`config.mk`:
```
export PLATFORM = sky130hd
export DESIGN_NAME = fifo_rd_ctrl
export DESIGN_NICKNAME = d
export VERILOG_FILES = /design/src/rtl/fifo_rd_ctrl.sv
export SDC_FILE = /design/constraint.sdc
export NUM_CORES = 1
export LEC_CHECK = 0
export ABC_AREA = 1
export CORE_MARGIN = 8
export CORE_UTILIZATION = 36
export CTS_CLUSTER_DIAMETER = 100
export DETAILED_ROUTE_END_ITERATION = 16
export PLACE_DENSITY_LB_ADDON = 0.15
export SLEW_MARGIN = 20
export SYNTH_ARGS = -nofsm -noshare
export SYNTH_HDL_FRONTEND = slang
export SYNTH_SLANG_ARGS = --single-unit
```
`constraint.sdc`:
```
create_clock -name rclk -period 6.7 [get_ports rclk]
set_clock_uncertainty 0.05 [all_clocks]
set_input_delay 2.01 -clock rclk [delete_from_list [all_inputs] [get_ports rclk]]
set_output_delay 2.01 -clock rclk [all_outputs]
set_load 0.05 [all_outputs]
```
`src/rtl/fifo_rd_ctrl.sv`:
```
// rtl/fifo_rd_ctrl.sv - async FIFO read-domain controller; FIFO_RD_FWFT_EN selects first-word-fall-through output
module fifo_rd_ctrl #(
  parameter int PTRWIDTH    = 4,
  parameter int SYNC_STAGES = 2,
  parameter int AE_THRESH   = 2,
  parameter int DWIDTH      = 8
) (
  input  logic                rclk,
  input  logic                reset,
  input  logic                pop,
  input  logic [PTRWIDTH:0]   wrptr_gray,
  input  logic [DWIDTH-1:0]   mem_rdata,
  output logic [PTRWIDTH-1:0] rd_addr,
  output logic                rd_en,
  output logic [DWIDTH-1:0]   dout,
  output logic [PTRWIDTH:0]   rdptr_gray,
  output logic                empty,
  output logic                almost_empty,
  output logic [PTRWIDTH:0]   rd_count,
  output logic                underflow
);

  localparam logic [PTRWIDTH:0] AE_LIMIT = AE_THRESH[PTRWIDTH:0];
  localparam logic [PTRWIDTH:0] PTR_ONE  = {{PTRWIDTH{1'b0}}, 1'b1};

  logic [PTRWIDTH:0] sync_q [SYNC_STAGES];
  logic [PTRWIDTH:0] wrptr_s;
  logic [PTRWIDTH:0] wrptr_bin;
  logic [PTRWIDTH:0] rdptr_bin;
  logic [PTRWIDTH:0] rdptr_nxt;
  logic [PTRWIDTH:0] ram_count;
  logic              ram_empty;

  function automatic logic [PTRWIDTH:0] gray2bin(input logic [PTRWIDTH:0] g);
    logic [PTRWIDTH:0] b;
    b[PTRWIDTH] = g[PTRWIDTH];
    for (int i = PTRWIDTH - 1; i >= 0; i--) b[i] = b[i+1] ^ g[i];
    return b;
  endfunction

  always_ff @(posedge rclk or posedge reset) begin
    if (reset) begin
      for (int i = 0; i < SYNC_STAGES; i++) sync_q[i] <= '0;
    end else begin
      sync_q[0] <= wrptr_gray;
      for (int i = 1; i < SYNC_STAGES; i++) sync_q[i] <= sync_q[i-1];
    end
  end

  assign wrptr_s   = sync_q[SYNC_STAGES-1];
  assign wrptr_bin = gray2bin(wrptr_s);
  assign ram_count = wrptr_bin - rdptr_bin;
  assign ram_empty = (ram_count == '0);
  assign rdptr_nxt = rdptr_bin + PTR_ONE;
  assign rd_addr   = rdptr_bin[PTRWIDTH-1:0];

  // Gray pointer is registered alongside the binary one so the write side never sees a glitch.
  always_ff @(posedge rclk or posedge reset) begin
    if (reset) begin
      rdptr_bin  <= '0;
      rdptr_gray <= '0;
    end else if (rd_en) begin
      rdptr_bin  <= rdptr_nxt;
      rdptr_gray <= rdptr_nxt ^ (rdptr_nxt >> 1);
    end
  end

  always_ff @(posedge rclk or posedge reset) begin
    if (reset) begin
      dout <= '0;
    end else if (rd_en) begin
      dout <= mem_rdata;
    end
  end

  always_ff @(posedge rclk or posedge reset) begin
    if (reset) begin
      underflow <= 1'b0;
    end else begin
      underflow <= pop & empty;
    end
  end

`ifdef FIFO_RD_FWFT_EN
  logic dout_valid;

  // The output register is refilled whenever it is free or being consumed.
  assign rd_en    = ~ram_empty & (~dout_valid | pop);
  assign empty    = ~dout_valid;
  assign rd_count = ram_count + {{PTRWIDTH{1'b0}}, dout_valid};

  always_ff @(posedge rclk or posedge reset) begin
    if (reset) begin
      dout_valid <= 1'b0;
    end else if (rd_en) begin
      dout_valid <= 1'b1;
    end else if (pop & dout_valid) begin
      dout_valid <= 1'b0;
    end
  end
`else
  assign rd_en    = pop & ~ram_empty;
  assign empty    = ram_empty;
  assign rd_count = ram_count;
`endif

  assign almost_empty = (rd_count <= AE_LIMIT);

endmodule
```
==> run metrics, run 1 <==
status=finished, final reports clean; CTS H-Tree Depth=1; Worst Setup Start Kind=flop; DRC=0; cell internal pwr=461 uW; # rows=23; initial antenna violation count=0; CP required=4.64 ns; switching share of total power=0.521; Port Buffers=41; Num CTS Buffers=3; Setup Crit Path Kind=flop to output pin; GRT Resource Usage Total=0.102; die area=6230 um^2; worst-case reg-to-reg path depth=13; Synth Register Bits=28; CTS Sinks=28; area of the core=3910 um^2; CP cell instances=xor2_2 > xor2_2 > xnor2_1 > nand2_1 > nand2_1 > ha_1 > inv_1 > fa_1 > xnor2_1 > nand4_4 > nand2_4 > inv_1 > clkdlybuf4s50_1; Relative slew margins=0.354; Seq/Total Area, Yosys=0.491; initial drt markers=58; antenna cells=0; VDD IR max=0.198 mV; Syn Inst Count=149; Critical Path Start=wrptr_s[4]$_DFF_PP0_; slowest stage delay, CP=0.71 ns; Max Slew Vio Count=0; final hold violation count=0; hold buffer count at CTS=0; CP max FO=20; total negative slack=0 ns; first-pass GRT wire length=5140 um; Nets=213; Die H=78.9 um; FF-to-FF End=dout[4]$_DFFE_PP0P_; Initial DRT Pass Iterations=4; syn_area_per_cell=9.57 um^2; fraction of power consumed by combinational cells=0.660; Worst-Margin Slew=0.964 ns; die width=78.9 um; GRT Residual Overflow=0; Pleak=0.930 nW; EDFF count, synth=0; crit path capture type=output pin; Max Cap Viol=0; Syn Nets=171; clk buf depth=2; sequential power share=0.250; Synth area leaders=dfrtp_1, nand2_1, nand3_1, nand3_2, inv_1; synth unique cells=21; clock group share of total power=0.090; RePlAce Congestion=0.781; layout cell share with drive strength beyond 1=0.111; fraction of registers with async set/reset=1.00; CTS tree=done; vias in the first global route=1101; RSZ-0062 raised after global routing=no; HP Start=sync_q[6]$_DFF_PP0_; Arrival @ worst endpoint=4.00 ns; Root Buffer=clkbuf_8; Post CTS Setup Buffer Count=0; Tcrit/Tclk final=0.904; R2R Setup Slk=3.46 ns; Net Switching=502 uW; number of placed I/O pins=42; min cycle time layout=6.06 ns; commonest non-fill, non-tap cells in the layout=nand2_1, clkdlybuf4s50_1, dfrtp_1; commonest non-fill, non-tap cell in the layout=nand2_1; post_cts resized=0; Antenna Violating Nets Remaining=0; Crit-path slowest cell=clkdlybuf4s50_1; PwrDens=507 nW/um^2; Area Growth Syn to Fin=33.2%; Setup WS post-layout=0.643 ns; largest net degree at the start of global routing=29; DP Area=1860 um^2; Max Clk Rate=165 MHz; Final Cell Area=1900 um^2; post-synth top area cell=dfrtp_1; crit path to=rd_en; area share of the largest cell type after synthesis=0.491; routed via count=1047; Post-synth top flop=dfrtp_1; Hold Path Class=flop to flop; worst slack, placed=0.894 ns; final setup violation count=0; Initial Util=0.364; YS warnings=0; Util after Layout=0.485; Post-Syn Area=1430 um^2; clk slew on worst S/H paths=0.08 ns; WL per Instance=12.2 um; worst skew pair latency=0.27 ns; RR Startpoint=wrptr_s[4]$_DFF_PP0_; Vias/cell=4.38; DP HPWL=2250 um; Detailed Route WL=2920 um
-- area by class of cell --
| cell class | instances | area, um^2 |
|---|---|---|
| Clock buffer | 3 | 41.3 |
| Inverter | 21 | 78.8 |
| Fill cell | 393 | 2010 |
| Tap cell | 50 | 62.6 |
| Timing Repair Buffer | 42 | 418 |
| Multi-Input combinational cell | 95 | 598 |
| Sequential cell | 28 | 701 |
-- cells by family after synthesis --
| logic type | share of synthesized area |
|---|---|
| simple gates | 0.267 |
| flops | 0.491 |
| buf+inv | 0.0895 |
| xor+xnor | 0.0842 |
| fa+ha+maj | 0.0579 |
| compound gates | 0.0105 |
-- synth_stat cells (3+ instances only) --
cell,n
nand2_1,44
nand3_1,16
a21oi_1,3
dfrtp_1,28
xor2_1,5
ha_1,5
inv_1,19
xnor2_1,5
nand3_2,8
-- per-layer routing --
layer / GRT usage / vias up / wire, um
met5: 0 / - / 0
met4: 0.0389 / 0 / 42
met3: 0.0418 / 4 / 261
met2: 0.163 / 31 / 1360
met1: 0.120 / 476 / 1250
li1: - / 536 / -
-- stage by stage --
stage | power [mW] | hold WS [ns] | instances
floorplan | 0.709 | 0.281 | 149
global placement | 0.876 | 0.282 | 236
detailed placement | 0.886 | 0.286 | 236
CTS | 0.976 | 0.306 | 239
global route | 1.03 | 0.312 | 239
finish | 0.964 | 0.302 | 239
-- flip-flops by register name (all words and copies together) (netlist names) --
signal and flops:
rdptr_bin 4, underflow 1, dout 8, rdptr_gray 5
wrptr_s 5, sync_q 5
-- worst min path at each step --
stage | end | slack (ns) | depth (start not counted)
6_report | wrptr_s[1]$_DFF_PP0_ | 0.30 | 0
5_1_grt | wrptr_s[3]$_DFF_PP0_ | 0.31 | 0
2_1_floorplan | wrptr_s[0]$_DFF_PP0_ | 0.28 | 0
3_5_place_dp | wrptr_s[0]$_DFF_PP0_ | 0.29 | 0
4_1_cts | wrptr_s[0]$_DFF_PP0_ | 0.31 | 0
3_3_place_gp | wrptr_s[1]$_DFF_PP0_ | 0.28 | 0
-- power by group through the flow --
stage          logic, mW  clock network (mW)  registers, mW
6_report           0.636              0.0864          0.241
5_1_grt            0.685              0.0965          0.249
4_1_cts            0.643              0.0917          0.242
3_5_place_dp       0.642                   0          0.245
3_3_place_gp       0.632                   0          0.244
2_1_floorplan      0.348                   0          0.361
-- worst max-delay path: cells and delay by family, from the launching register on --
kind	cells	cell delay [ns]
xor gates and xnor gates	4	1.05
adders and majority gates	2	0.53
buffers and inverters	3	0.83
DFF	1	0.43
and+or+nand+nor	4	0.89
Power figures use the tool's default switching activity.
==> inputs of run 2 (changes only) <==
--- a/config.mk
+++ b/config.mk
@@ -10,7 +10,7 @@
 export CORE_UTILIZATION = 36
 export CTS_CLUSTER_DIAMETER = 100
 export DETAILED_ROUTE_END_ITERATION = 16
-export PLACE_DENSITY_LB_ADDON = 0.15
+export PLACE_DENSITY = 0.62
 export SLEW_MARGIN = 20
 export SYNTH_ARGS = -nofsm -noshare
 export SYNTH_HDL_FRONTEND = slang
==> run 2 against run 1 <==
  * Via count rose by 5.3%
  * Fmax is 0.41% higher
  * Clock power up 18%
  * Combinational power increased by 2%
  * Die area unchanged
  * Non-clock buffer count unchanged
  * Power up 2.6%
  * Critical path type unchanged
==> run metrics, run 2 (same netlist as run 1, synthesis figures left out) <==
status=finished, final reports clean; Root Buffer=clkbuf_8; Hold Path Class=flop to flop; Setup WS post-layout=0.668 ns; Reg with most FFs=dout; Critical Path Start=wrptr_s[4]$_DFF_PP0_; clock group share of total power=0.103; Port Buffers=41; Detailed Route WL=3150 um; initial antenna violation count=0; clk slew on worst S/H paths=0.09 ns; switching share of total power=0.520; Net Switching=514 uW; Max Clk Rate=166 MHz; # rows=23; Setup Crit Path Kind=flop to output pin; cell internal pwr=474 uW; GRT Residual Overflow=0; clk buf depth=2; Pleak=0.939 nW; worst skew pair latency=0.27 ns; CTS H-Tree Depth=1; Post CTS Setup Buffer Count=0; Initial Util=0.364; CP max FO=20; Finished Layout Cells=240; Arrival @ worst endpoint=3.97 ns; VDD IR max=0.181 mV; vias in the first global route=1201; commonest non-fill, non-tap cell in the layout=nand2_1; number of placed I/O pins=42; Max Slew Vio Count=0; Antenna Violating Nets Remaining=0; CTS Sinks=28; PwrDens=517 nW/um^2; RSZ-0062 raised after global routing=no; total negative slack=0 ns; R2R Setup Slk=3.51 ns; crit path capture type=output pin; FF-to-FF End=rdptr_bin[2]$_DFFE_PP0P_; hold buffer count at CTS=0; Nets=213; sequential power share=0.244; DP HPWL=2470 um; area of the core=3910 um^2; antenna cells=0; worst slack, placed=0.944 ns; commonest non-fill, non-tap cells in the layout=nand2_1, clkdlybuf4s50_1, dfrtp_1; DRC=0; post_cts resized=0; Relative slew margins=0.621; layout cell share with drive strength beyond 1=0.121; initial drt markers=29; worst-case reg-to-reg path depth=13; first-pass GRT wire length=5620 um; RR Startpoint=wrptr_s[4]$_DFF_PP0_; routed via count=1102; die area=6230 um^2; CTS tree=done; Worst-Margin Slew=0.568 ns; die width=78.9 um; Overall Power=988 uW; CP required=4.64 ns; final hold violation count=0; min cycle time layout=6.03 ns; Die H=78.9 um; crit path to=rd_en; Vias/cell=4.59; final setup violation count=0; Worst Setup Start Kind=flop; Tcrit/Tclk final=0.900; Num CTS Buffers=3; WL per Instance=13.1 um; Max Cap Viol=0; Initial DRT Pass Iterations=4; Filler cells=390; RePlAce Congestion=0.771; largest net degree at the start of global routing=29; GRT Resource Usage Total=0.110; Area Growth Syn to Fin=34.1%; placed cells=236; max reg flops=8; fraction of power consumed by combinational cells=0.653
## run 2: cell types whose count changed in the layout (fill, tap and decap cells not counted)
cell / before / now
clkinv_1: 1 / 0
clkbuf_8: 3 / 4
inv_2: 2 / 3
## run 2: critical path, cell delays in order, from the launching register on
cell and delay, ns:
dfrtp_1 0.43, xor2_2 0.21, xor2_2 0.24, xnor2_1 0.22
nand2_1 0.09, nand2_1 0.07, ha_1 0.13, inv_1 0.06
fa_1 0.41, xnor2_1 0.37, nand4_4 0.39, nand2_4 0.32
inv_1 0.06, clkdlybuf4s50_1 0.70
## run 2: power by group through the flow
stage	clock network (mW)	logic (mW)	registers, mW
after floorplan	0	0.348	0.361
after global placement	0	0.635	0.245
after detailed placement	0	0.646	0.245
after CTS	0.106	0.650	0.242
after global routing	0.113	0.697	0.248
final	0.102	0.646	0.241
## run 2: area by class of cell
| type | instances | area, um^2 | area share |
|---|---|---|---|
| sequential | 28 | 701 | 0.366 |
| multi-input combinational | 95 | 598 | 0.313 |
| timing repair buffer | 42 | 418 | 0.218 |
| inverter | 21 | 78.8 | 0.0412 |
| tap | 50 | 62.6 | 0.0327 |
| clock buffer | 4 | 55.1 | 0.0288 |
## run 2: through the flow
stage | hold slack (ns) | area [um^2] | utilization
after floorplan | 0.281 | 1430 | -
after global placement | 0.286 | 1860 | 0.475
after detailed placement | 0.286 | 1860 | 0.475
after CTS | 0.309 | 1910 | 0.489
after global routing | 0.320 | 1910 | 0.489
final | 0.305 | 1910 | 0.489
## run 2: layer usage
| layer | vias up | share of wire | track usage | routed length (um) |
|---|---|---|---|---|
| met4 | 0 | 0.0076 | 0.0222 | 24 |
| met3 | 4 | 0.095 | 0.0463 | 300 |
| met5 | - | 0 | 0 | 0 |
| li1 | 538 | - | - | - |
| met2 | 42 | 0.50 | 0.186 | 1580 |
| met1 | 518 | 0.39 | 0.127 | 1240 |
## run 2: worst min-delay path by stage
stage | slack (ns) | from | cells after the start | endpoint
global placement | 0.29 | sync_q[7]$_DFF_PP0_ | 0 | wrptr_s[2]$_DFF_PP0_
global route | 0.32 | sync_q[5]$_DFF_PP0_ | 0 | wrptr_s[0]$_DFF_PP0_
floorplan | 0.28 | sync_q[5]$_DFF_PP0_ | 0 | wrptr_s[0]$_DFF_PP0_
CTS | 0.31 | sync_q[5]$_DFF_PP0_ | 0 | wrptr_s[0]$_DFF_PP0_
finish | 0.31 | sync_q[7]$_DFF_PP0_ | 0 | wrptr_s[2]$_DFF_PP0_
detailed placement | 0.29 | sync_q[5]$_DFF_PP0_ | 0 | wrptr_s[0]$_DFF_PP0_
==> inputs of run 3 (changes only) <==
--- a/config.mk
+++ b/config.mk
@@ -11,6 +11,7 @@
 export CTS_CLUSTER_DIAMETER = 100
 export DETAILED_ROUTE_END_ITERATION = 16
 export PLACE_DENSITY = 0.62
+export SKIP_LAST_GASP = 1
 export SLEW_MARGIN = 20
 export SYNTH_ARGS = -nofsm -noshare
 export SYNTH_HDL_FRONTEND = slang
==> results of run 3 <==
No change in the layout: final DEF, timing and power equal those of run 2.
